`src/rtl/edp_pkg.sv`:
```
// Shared types and encodings for the EDP datapath register blocks.
// Words use PDP-10 numbering: bit 0 is the MSB, bit 35 the LSB.
package edp_pkg;

  typedef logic [0:35] word36_t;

  localparam int unsigned WORD_W = 36;

  // Field boundaries (last bit of each left-half field)
  localparam int unsigned AR_F0_LAST = 8;   // AR00to08 load field
  localparam int unsigned AR_C0_LAST = 11;  // AR00to11 clear field
  localparam int unsigned AR_L_LAST  = 17;  // end of left half

  // AR left/right source select
  localparam logic [2:0] AR_SEL_AR      = 3'd0;
  localparam logic [2:0] AR_SEL_CACHE   = 3'd1;
  localparam logic [2:0] AR_SEL_AD      = 3'd2;
  localparam logic [2:0] AR_SEL_EBUS    = 3'd3;
  localparam logic [2:0] AR_SEL_SH      = 3'd4;
  localparam logic [2:0] AR_SEL_AD_X2   = 3'd5;
  localparam logic [2:0] AR_SEL_ADX     = 3'd6;
  localparam logic [2:0] AR_SEL_AD_DIV4 = 3'd7;

  // ARX left/right source select
  localparam logic [2:0] ARX_SEL_ARX      = 3'd0;
  localparam logic [2:0] ARX_SEL_CACHE    = 3'd1;
  localparam logic [2:0] ARX_SEL_AD       = 3'd2;
  localparam logic [2:0] ARX_SEL_MQ       = 3'd3;
  localparam logic [2:0] ARX_SEL_SH       = 3'd4;
  localparam logic [2:0] ARX_SEL_ADX_X2   = 3'd5;
  localparam logic [2:0] ARX_SEL_ADX      = 3'd6;
  localparam logic [2:0] ARX_SEL_ADX_DIV4 = 3'd7;

  // MQ next-value select
  localparam logic [1:0] MQ_SEL_HOLD  = 2'd0;
  localparam logic [1:0] MQ_SEL_MQM   = 2'd1;
  localparam logic [1:0] MQ_SEL_X2    = 2'd2;
  localparam logic [1:0] MQ_SEL_HOLD3 = 2'd3;

  // MQM mux select
  localparam logic [1:0] MQM_SEL_MQ_DIV4 = 2'd0;
  localparam logic [1:0] MQM_SEL_SH      = 2'd1;
  localparam logic [1:0] MQM_SEL_AD_DIV4 = 2'd2;
  localparam logic [1:0] MQM_SEL_ZERO    = 2'd3;

  // Build a mask with ones on bits [first:last] (PDP-10 numbering)
  function automatic word36_t field_mask(input int unsigned first, input int unsigned last);
    word36_t m;
    m = '0;
    for (int unsigned i = 0; i < WORD_W; i++) begin
      if (i >= first && i <= last) m[i] = 1'b1;
    end
    return m;
  endfunction

endpackage

```
`src/rtl/edp_word_mux.sv`:
```
// 8:1 mux of 36-bit words; shared by the AR and ARX source paths.
module edp_word_mux
  import edp_pkg::*;
(
  input  logic [2:0] sel,
  input  word36_t    in0,
  input  word36_t    in1,
  input  word36_t    in2,
  input  word36_t    in3,
  input  word36_t    in4,
  input  word36_t    in5,
  input  word36_t    in6,
  input  word36_t    in7,
  output word36_t    y
);

  // Pure select; no state
  always_comb begin
    y = in0;
    case (sel)
      3'd0: y = in0;
      3'd1: y = in1;
      3'd2: y = in2;
      3'd3: y = in3;
      3'd4: y = in4;
      3'd5: y = in5;
      3'd6: y = in6;
      3'd7: y = in7;
      default: y = in0;
    endcase
  end

endmodule

```
`src/rtl/edp_ar_regs.sv`:
```
// AR / ARX / MQ register bank. Captures datapath sources under CTL
// field strobes; all outputs are direct flop outputs.
module edp_ar_regs
  import edp_pkg::*;
(
  input  logic       clk,
  input  logic       reset,
  input  logic       CTL_AR00to08load,
  input  logic       CTL_AR09to17load,
  input  logic       CTL_ARRload,
  input  logic       CTL_AR00to11clr,
  input  logic       CTL_AR12to17clr,
  input  logic       CTL_ARRclr,
  input  logic [2:0] CTL_ARL_SEL,
  input  logic [2:0] CTL_ARR_SEL,
  input  logic [2:0] CTL_ARXL_SEL,
  input  logic [2:0] CTL_ARXR_SEL,
  input  logic       CTL_ARX_LOAD,
  input  logic [1:0] CTL_MQ_SEL,
  input  logic [1:0] CTL_MQM_SEL,
  input  logic       CTL_MQM_EN,
  input  word36_t    EDP_AD,
  input  word36_t    EDP_ADX,
  input  word36_t    EDP_SH,
  input  word36_t    CACHE_DATA,
  input  word36_t    EBUS_D,
  output word36_t    EDP_AR,
  output word36_t    EDP_ARX,
  output word36_t    EDP_MQ,
  output logic       EDP_AR_ZERO
);

  localparam word36_t MASK_LD0 = field_mask(0, AR_F0_LAST);
  localparam word36_t MASK_LD1 = field_mask(AR_F0_LAST + 1, AR_L_LAST);
  localparam word36_t MASK_CL0 = field_mask(0, AR_C0_LAST);
  localparam word36_t MASK_CL1 = field_mask(AR_C0_LAST + 1, AR_L_LAST);
  localparam word36_t MASK_R   = field_mask(AR_L_LAST + 1, WORD_W - 1);

  word36_t ar_q, arx_q, mq_q;
  logic    ar_zero_q;

  word36_t ad_x2, ad_div4, adx_x2, adx_div4, mq_div4, mq_x2;
  word36_t arl_src, arr_src, arxl_src, arxr_src;
  word36_t ar_src, arx_src;
  word36_t ld_mask, clr_mask;
  word36_t ar_next, arx_next, mq_next;
  word36_t mqm_raw, mqm;

  // Shifted forms over the full word; self references use pre-edge MQ
  always_comb begin
    ad_x2    = {EDP_AD[1:35], EDP_ADX[0]};
    ad_div4  = {EDP_AD[0], EDP_AD[0], EDP_AD[0:33]};
    adx_x2   = {EDP_ADX[1:35], mq_q[0]};
    adx_div4 = {EDP_AD[34:35], EDP_ADX[0:33]};
    mq_div4  = {EDP_ADX[34:35], mq_q[0:33]};
    mq_x2    = {mq_q[1:35], 1'b0};
  end

  edp_word_mux u_arl_mux (
    .sel (CTL_ARL_SEL),
    .in0 (ar_q),    .in1 (CACHE_DATA), .in2 (EDP_AD),  .in3 (EBUS_D),
    .in4 (EDP_SH),  .in5 (ad_x2),      .in6 (EDP_ADX), .in7 (ad_div4),
    .y   (arl_src)
  );

  edp_word_mux u_arr_mux (
    .sel (CTL_ARR_SEL),
    .in0 (ar_q),    .in1 (CACHE_DATA), .in2 (EDP_AD),  .in3 (EBUS_D),
    .in4 (EDP_SH),  .in5 (ad_x2),      .in6 (EDP_ADX), .in7 (ad_div4),
    .y   (arr_src)
  );

  edp_word_mux u_arxl_mux (
    .sel (CTL_ARXL_SEL),
    .in0 (arx_q),   .in1 (CACHE_DATA), .in2 (EDP_AD),  .in3 (mq_q),
    .in4 (EDP_SH),  .in5 (adx_x2),     .in6 (EDP_ADX), .in7 (adx_div4),
    .y   (arxl_src)
  );

  edp_word_mux u_arxr_mux (
    .sel (CTL_ARXR_SEL),
    .in0 (arx_q),   .in1 (CACHE_DATA), .in2 (EDP_AD),  .in3 (mq_q),
    .in4 (EDP_SH),  .in5 (adx_x2),     .in6 (EDP_ADX), .in7 (adx_div4),
    .y   (arxr_src)
  );

  // AR next value: clear beats load per bit, so bits 9-11 clear even while loading
  always_comb begin
    ar_src   = {arl_src[0:17], arr_src[18:35]};
    ld_mask  = ({WORD_W{CTL_AR00to08load}} & MASK_LD0)
             | ({WORD_W{CTL_AR09to17load}} & MASK_LD1)
             | ({WORD_W{CTL_ARRload}}      & MASK_R);
    clr_mask = ({WORD_W{CTL_AR00to11clr}}  & MASK_CL0)
             | ({WORD_W{CTL_AR12to17clr}}  & MASK_CL1)
             | ({WORD_W{CTL_ARRclr}}       & MASK_R);
    ar_next  = ~clr_mask & ((ld_mask & ar_src) | (~ld_mask & ar_q));
  end

  // ARX next value: whole-word load or hold
  always_comb begin
    arx_src  = {arxl_src[0:17], arxr_src[18:35]};
    arx_next = CTL_ARX_LOAD ? arx_src : arx_q;
  end

  // MQM mux gated by its enable, then MQ next-value select
  always_comb begin
    mqm_raw = '0;
    case (CTL_MQM_SEL)
      MQM_SEL_MQ_DIV4: mqm_raw = mq_div4;
      MQM_SEL_SH:      mqm_raw = EDP_SH;
      MQM_SEL_AD_DIV4: mqm_raw = ad_div4;
      MQM_SEL_ZERO:    mqm_raw = '0;
      default:         mqm_raw = '0;
    endcase
    mqm = mqm_raw & {WORD_W{CTL_MQM_EN}};

    mq_next = mq_q;
    case (CTL_MQ_SEL)
      MQ_SEL_HOLD:  mq_next = mq_q;
      MQ_SEL_MQM:   mq_next = mqm;
      MQ_SEL_X2:    mq_next = mq_x2;
      MQ_SEL_HOLD3: mq_next = mq_q;
      default:      mq_next = mq_q;
    endcase
  end

  // Register bank; zero flag tracks the AR value loaded on the same edge
  always_ff @(posedge clk) begin
    if (reset) begin
      ar_q      <= '0;
      arx_q     <= '0;
      mq_q      <= '0;
      ar_zero_q <= 1'b1;
    end else begin
      ar_q      <= ar_next;
      arx_q     <= arx_next;
      mq_q      <= mq_next;
      ar_zero_q <= (ar_next == '0);
    end
  end

  assign EDP_AR      = ar_q;
  assign EDP_ARX     = arx_q;
  assign EDP_MQ      = mq_q;
  assign EDP_AR_ZERO = ar_zero_q;

endmodule
```
`config.mk`:
```
export PLATFORM = sky130hd
export DESIGN_NAME = edp_ar_regs
export DESIGN_NICKNAME = d
export VERILOG_FILES = /design/src/rtl/edp_pkg.sv /design/src/rtl/edp_word_mux.sv /design/src/rtl/edp_ar_regs.sv
export SDC_FILE = /design/constraint.sdc
export NUM_CORES = 1
export LEC_CHECK = 0
export ABC_AREA = 0
export BUFFER_PORTS_ARGS = -buffer_cell sky130_fd_sc_hd__buf_4
export CORE_MARGIN = 2
export CORE_UTILIZATION = 40
export CTS_CLUSTER_DIAMETER = 100
export DETAILED_ROUTE_END_ITERATION = 10
export PLACE_DENSITY = 0.67
export SLEW_MARGIN = 20
export SYNTH_ARGS = -nofsm -noshare
export SYNTH_HDL_FRONTEND = slang
export SYNTH_SLANG_ARGS = --single-unit
```
`constraint.sdc`:
```
create_clock -name clk -period 2.9 [get_ports clk]
set_input_delay 0.435 -clock clk [delete_from_list [all_inputs] [get_ports clk]]
set_output_delay 0.435 -clock clk [all_outputs]
set_load 0.005 [all_outputs]
```
Yosys cells after proc, flatten, opt, wreduce, memory -nomap -nowiden
Cells that the tools add are included.
- $add $sub $neg: 0
- multiply operators: 0
- divide/modulo/power cells: 0
- magnitude comparators: 0
- equality and inequality tests: 34
- shift-type cells: 0
- muxes and demuxes: 6
- bitwise logic cells: 13
- reduce and logical (&&, ||, !) cells: 10
- operators by type and width (cell ; number):
    $pmux 36 s8 ; 2
    $pmux 18 s8 ; 2
    $and 36x36->36 ; 4
    $pmux 36 s4 ; 1
    $not 36->36 ; 2
    $or 36x18->36 ; 2
    $pmux 36 s2 ; 1
    $eq 3x3->1 const B ; 16
    $logic_not 36->1 ; 1
    $or 36x24->36 ; 1
    $or 36x27->36 ; 1
    $or 36x36->36 ; 1
    $eq 3x2->1 const B ; 8
    $eq 3x1->1 const B ; 4
    $logic_not 3->1 ; 4
    $eq 2x2->1 const B ; 4
    $eq 2x1->1 const B ; 2
    $logic_not 2->1 ; 2
    $reduce_and 2->1 ; 2
    $not 1->1 ; 2
    $reduce_or 2->1 ; 1
- flip-flop bits (word level): 109
- bits in latches: 0
- memory bits (writable): 0
- bits in read-only memories: 0
- bits of input ports: 206
- output and inout port bits: 109
- logic and storage cells: 68
- memories kept: 0

Longest topological paths before layout
- depth in word-level cells: 7
- mapped depth: 11

Cells and area by module
A second synthesis with hierarchy kept.
- cell total of the unflattened synthesis: 1723
- area, all modules: 15148.3 µm²
- by module, submodules not included (module ; instances ; cells each ; area each (µm²) ; sequential area each (µm²)):
    edp_word_mux ; 4 ; 300 ; 2518.7 ; 0.0
    edp_ar_regs ; 1 ; 523 ; 5073.6 ; 2182.1

Least setup slack after synthesis
Ideal clock, no wire load.
- kind: input -> register
- from: in CTL_ARR_SEL[1]
- to: reg ar_zero_q (netlist: EDP_AR_ZERO)
- library setup time: 96 ps
- arrival time: 2208 ps
- slack: 596 ps
- stages: 9
- cell sequence: buf_4 buf_2 buf_4 mux4_2 a21oi_1 a21oi_1 a2111oi_0 nand4_1 o41ai_2
- word-level cells in the longest chain between the ends: 6
- RTL lines (what ; line ; text):
    start, declared ; edp_ar_regs.sv:15 ; input logic [2:0] CTL_ARR_SEL,
    $eq 3x3->1 (tied with other cells) ; edp_word_mux.sv:20 ; case (sel)
    $pmux 18 s8 * ; edp_word_mux.sv:20 ;
    $and 36x36->36 * ; edp_ar_regs.sv:96 ; ar_next = ~clr_mask & ((ld_mask & ar_src) | (~ld_mask & ar_q));
    $or 36x36->36 * ; edp_ar_regs.sv:96 ;
    $and 36x36->36 * ; edp_ar_regs.sv:96 ;
    $logic_not 36->1 * ; edp_ar_regs.sv:138 ; ar_zero_q <= (ar_next == '0);
    end signal, assigned ; edp_ar_regs.sv:138 ;
    end, declared ; edp_ar_regs.sv:40 ; logic ar_zero_q;
Every way passes the cells marked *; elsewhere a longest branch is shown, timed or not.
A chain may end at the register's enable or synchronous reset.

Worst setup path in the final report
- from: in CTL_ARL_SEL[1]
- to: reg ar_zero_q (netlist: EDP_AR_ZERO)
- word-level cells in the longest chain between the ends: 6
- RTL lines (what ; line ; text):
    start, declared ; edp_ar_regs.sv:14 ; input logic [2:0] CTL_ARL_SEL,
    $eq 3x3->1 (tied with other cells) ; edp_word_mux.sv:20 ;
    $pmux 36 s8 * ; edp_word_mux.sv:20 ;
    $and 36x36->36 * ; edp_ar_regs.sv:96 ;
    $or 36x36->36 * ; edp_ar_regs.sv:96 ;
    $and 36x36->36 * ; edp_ar_regs.sv:96 ;
    $logic_not 36->1 * ; edp_ar_regs.sv:138 ;
Marked as above.

==> results.cfg <==
[run]
max_cap_violations = 0

[clock_network]
post_cts_resized = 0
clk_pin_slew_ps = 80
cts_root_buffer = clkbuf_16
clk-insertion-delay-late_ps = 370
ctsHoldBuffers = 0
clockBufferDepth = 2
cts_tree = done
cts_setup_buffers = 0
cts_buffers = 9
htreeDepth = 3
cts_num_sinks = 109

[run_status]
status = completed

[grt]
grtUsageMet1 = 0.540
grtUsageMet2 = 0.519
grt_pass1_wl_um = 66500
grt_util_all_layers = 0.370
antenna_found_initial = 2
grt_max_degree = 76
top_usage_layer = met1
grt_pass1_vias = 10147
grtUsageMet3 = 0.107
overflow = 0

[power_and_ir_drop]
seq_power_share = 0.360
vdd_ir_drop_max_uv = 242
combPwrFrac = 0.343
p_sw_frac = 0.356
p_switching_mw = 1.64
p_int_mw = 2.95
p_leak_nw = 5.07
p_per_area_nw_per_um2 = 389
p_clk_frac = 0.297
p_total_mw = 4.59

[setup_path]
cp-start-kind = primary input
crit_family = compound AO/OA/AOI/OAI gates
arrival_ps = 2730
r2r-start = EDP_AR[7]
crit_top_cell = buf_4
critPathBufInv = 2
critPathCaptureType = flip-flop
crit_type = in -> reg
crit_fanout = 19
cp_slowest_cell = nor4_1
worst_path_largest_cell_delay_ps = 460
crit_start = CTL_ARL_SEL[1]
crit_path_cell_trace = buf_4 -> buf_4 -> mux2_2 -> a221oi_1 -> a211oi_1 -> nor4_1 -> nand4_1 -> o41ai_2
r2r_slack_ps = 1120
critPathRequiredTime_ps = 3170

[min_path]
hold_path_class = in -> reg
hp-start = CTL_AR12to17clr

[logic_synthesis]
netlist_instances = 1165
syn-cell-area_um2 = 8950
synth_simple_gate_area_frac = 0.176
synth_mux_area_frac = 0.163
synthArstFlopShare = 0
synth_top_family_by_area = compound AO/OA/AOI/OAI gates
synth_enable_flop_cells = 0
synth_seq_area_share = 0.244
ys_ff_latch = 109
synthFlopType = dfxtp_1
synth-warning-count = 0
synth_xor_area_frac = 0
syn_nets = 1372
yosys.cell_types.count = 69
syn_avg_cell_area_um2 = 7.69
synth_compound_area_frac = 0.341
synth_fa_ha_area_frac = 0.00140

[die]
fp.dieH_um = 154
start_util = 0.409
num_rows = 54
dieArea_um2 = 23600
io_pins = 315
core_um2 = 21900
die_x_um = 154

[timing]
hold_viol = 0
timing.final.crit_share = 0.845
clock.fmax_mhz = 408
skew_ps = 6.51
final.setup.worst_slack_ps = 449
tightest_slew_ps = 911
rsz0062_at_grt = false
slew_headroom = 0.393
finalCriticalPeriod_ps = 2450
finalMaxSlewViolations = 0
setup_violations = 0
setup_tns_ps = 0

[final_layout]
nNetsFinal = 1624
area_delta_synth_final_pct = 31.7
finalInstanceArea_um2 = 11800
antenna_cells = 0
drive_gt1_frac = 0.307

[drt]
drt_iter0_drc = 1793
ant_nets = 0
wl_per_cell_um = 27.0
num_vias = 11093
wirelength_um = 45900
vias_per_cell = 6.52
dr.pass1.iters = 6
drc = 0

[placement]
placed_cell_area_um2 = 11500
place.gp.congestion = 1.11
hpwlAfterDp_um = 35900
numPortBuffers = 314
place_ws_ps = 122
[power by group through the flow]
| stage | logic, mW | registers [mW] | clock network [mW] |
|---|---|---|---|
| detailed placement | 1.52 | 1.68 | 0 |
| finish | 1.57 | 1.65 | 1.36 |
| CTS | 1.52 | 1.65 | 1.38 |
| floorplan | 0.781 | 1.66 | 0 |
| global placement | 1.52 | 1.68 | 0 |
| global route | 1.66 | 1.66 | 1.43 |
[cell type report]
class	instances	area [um2]
Fill cell	2135	10100
Multi-Input combinational cell	905	6120
Timing Repair Buffer	359	2710
Sequential cell	109	2180
Tap cell	280	350
Clock buffer	10	229
Inverter	33	124
Clock inverter	6	78.8
[routing by layer]
layer  routed length [um]  vias to the layer above
met2                19200                      842
met3                 6050                      115
met5                   22                        -
met4                 1500                        4
met1                19200                     5207
li1                     -                     4925
[Yosys cell counts (all sizes together), types with 5 or more instances]
cell type,instances,area share
nor2,145,0.061
dfxtp,109,0.24
a21oi,105,0.059
nand2,80,0.034
mux2i,79,0.088
o21ai,76,0.042
clkbuf,71,0.030
a22oi,66,0.055
buf,47,0.032
a221oi,39,0.039
inv,32,0.013
a31oi,27,0.019
a22o,25,0.024
nor3,23,0.013
a211oi,21,0.018
mux2,21,0.027
mux4,19,0.048
nor2b,17,0.012
and2,14,0.0098
o221ai,13,0.013
nor4,12,0.0084
and3,10,0.0070
nand3,10,0.0056
o211ai,10,0.0095
nand2b,9,0.0063
a221o,7,0.0078
a311oi,6,0.0059
nor3b,5,0.0042
[flip-flops by register name, indices dropped and copies added (netlist names)]
| register | flops |
|---|---|
| EDP_ARX | 36 |
| EDP_AR | 36 |
| EDP_MQ | 36 |
| EDP_AR_ZERO | 1 |
[placed cells by master, fill, tap and decap left out, types with 4 or more instances in the layout]
| cell | n |
|---|---|
| a211o_1 | 4 |
| a211oi_1 | 21 |
| a21oi_1 | 105 |
| a221o_1 | 7 |
| a221oi_1 | 38 |
| a22o_1 | 25 |
| a22oi_1 | 66 |
| a311o_1 | 4 |
| a311oi_1 | 6 |
| a31oi_1 | 27 |
| and2_1 | 14 |
| and3_1 | 10 |
| buf_4 | 358 |
| clkbuf_16 | 9 |
| dfxtp_1 | 109 |
| inv_1 | 32 |
| mux2_2 | 20 |
| mux2i_1 | 79 |
| mux4_2 | 19 |
| nand2_1 | 80 |
| nand2b_1 | 9 |
| nand3_1 | 10 |
| nand4_1 | 4 |
| nor2_1 | 144 |
| nor2b_1 | 15 |
| nor3_1 | 22 |
| nor4_1 | 12 |
| o211ai_1 | 8 |
| o21ai_0 | 74 |
| o221ai_1 | 13 |
| o2bb2ai_1 | 4 |
[per-stage QoR]
step / std cells / hold slack (ps) / util
final: 1702 / 310 / 0.539
after global placement: 1686 / 444 / 0.525
after detailed placement: 1686 / 447 / 0.525
after CTS: 1702 / 299 / 0.539
after floorplan: 1165 / 448 / -
after global routing: 1702 / 308 / 0.539
[final timing paths]
| kind | endpoint | cells after the start |
|---|---|---|
| hold / removal | EDP_AR[22] | 2 |
| hold reg to reg | EDP_ARX[11] | 2 |
| setup reg to reg | EDP_AR_ZERO | 6 |
| setup / recovery | EDP_AR_ZERO | 8 |
[kinds of logic (layout without fill, tap and decap cells)]
group	after synthesis	after routing
fa+ha+maj	1	1
compound gates	443	443
buf+inv	151	408
flops	109	109
mux	119	119
simple gates	342	342
(Power assumes the default switching activity.)
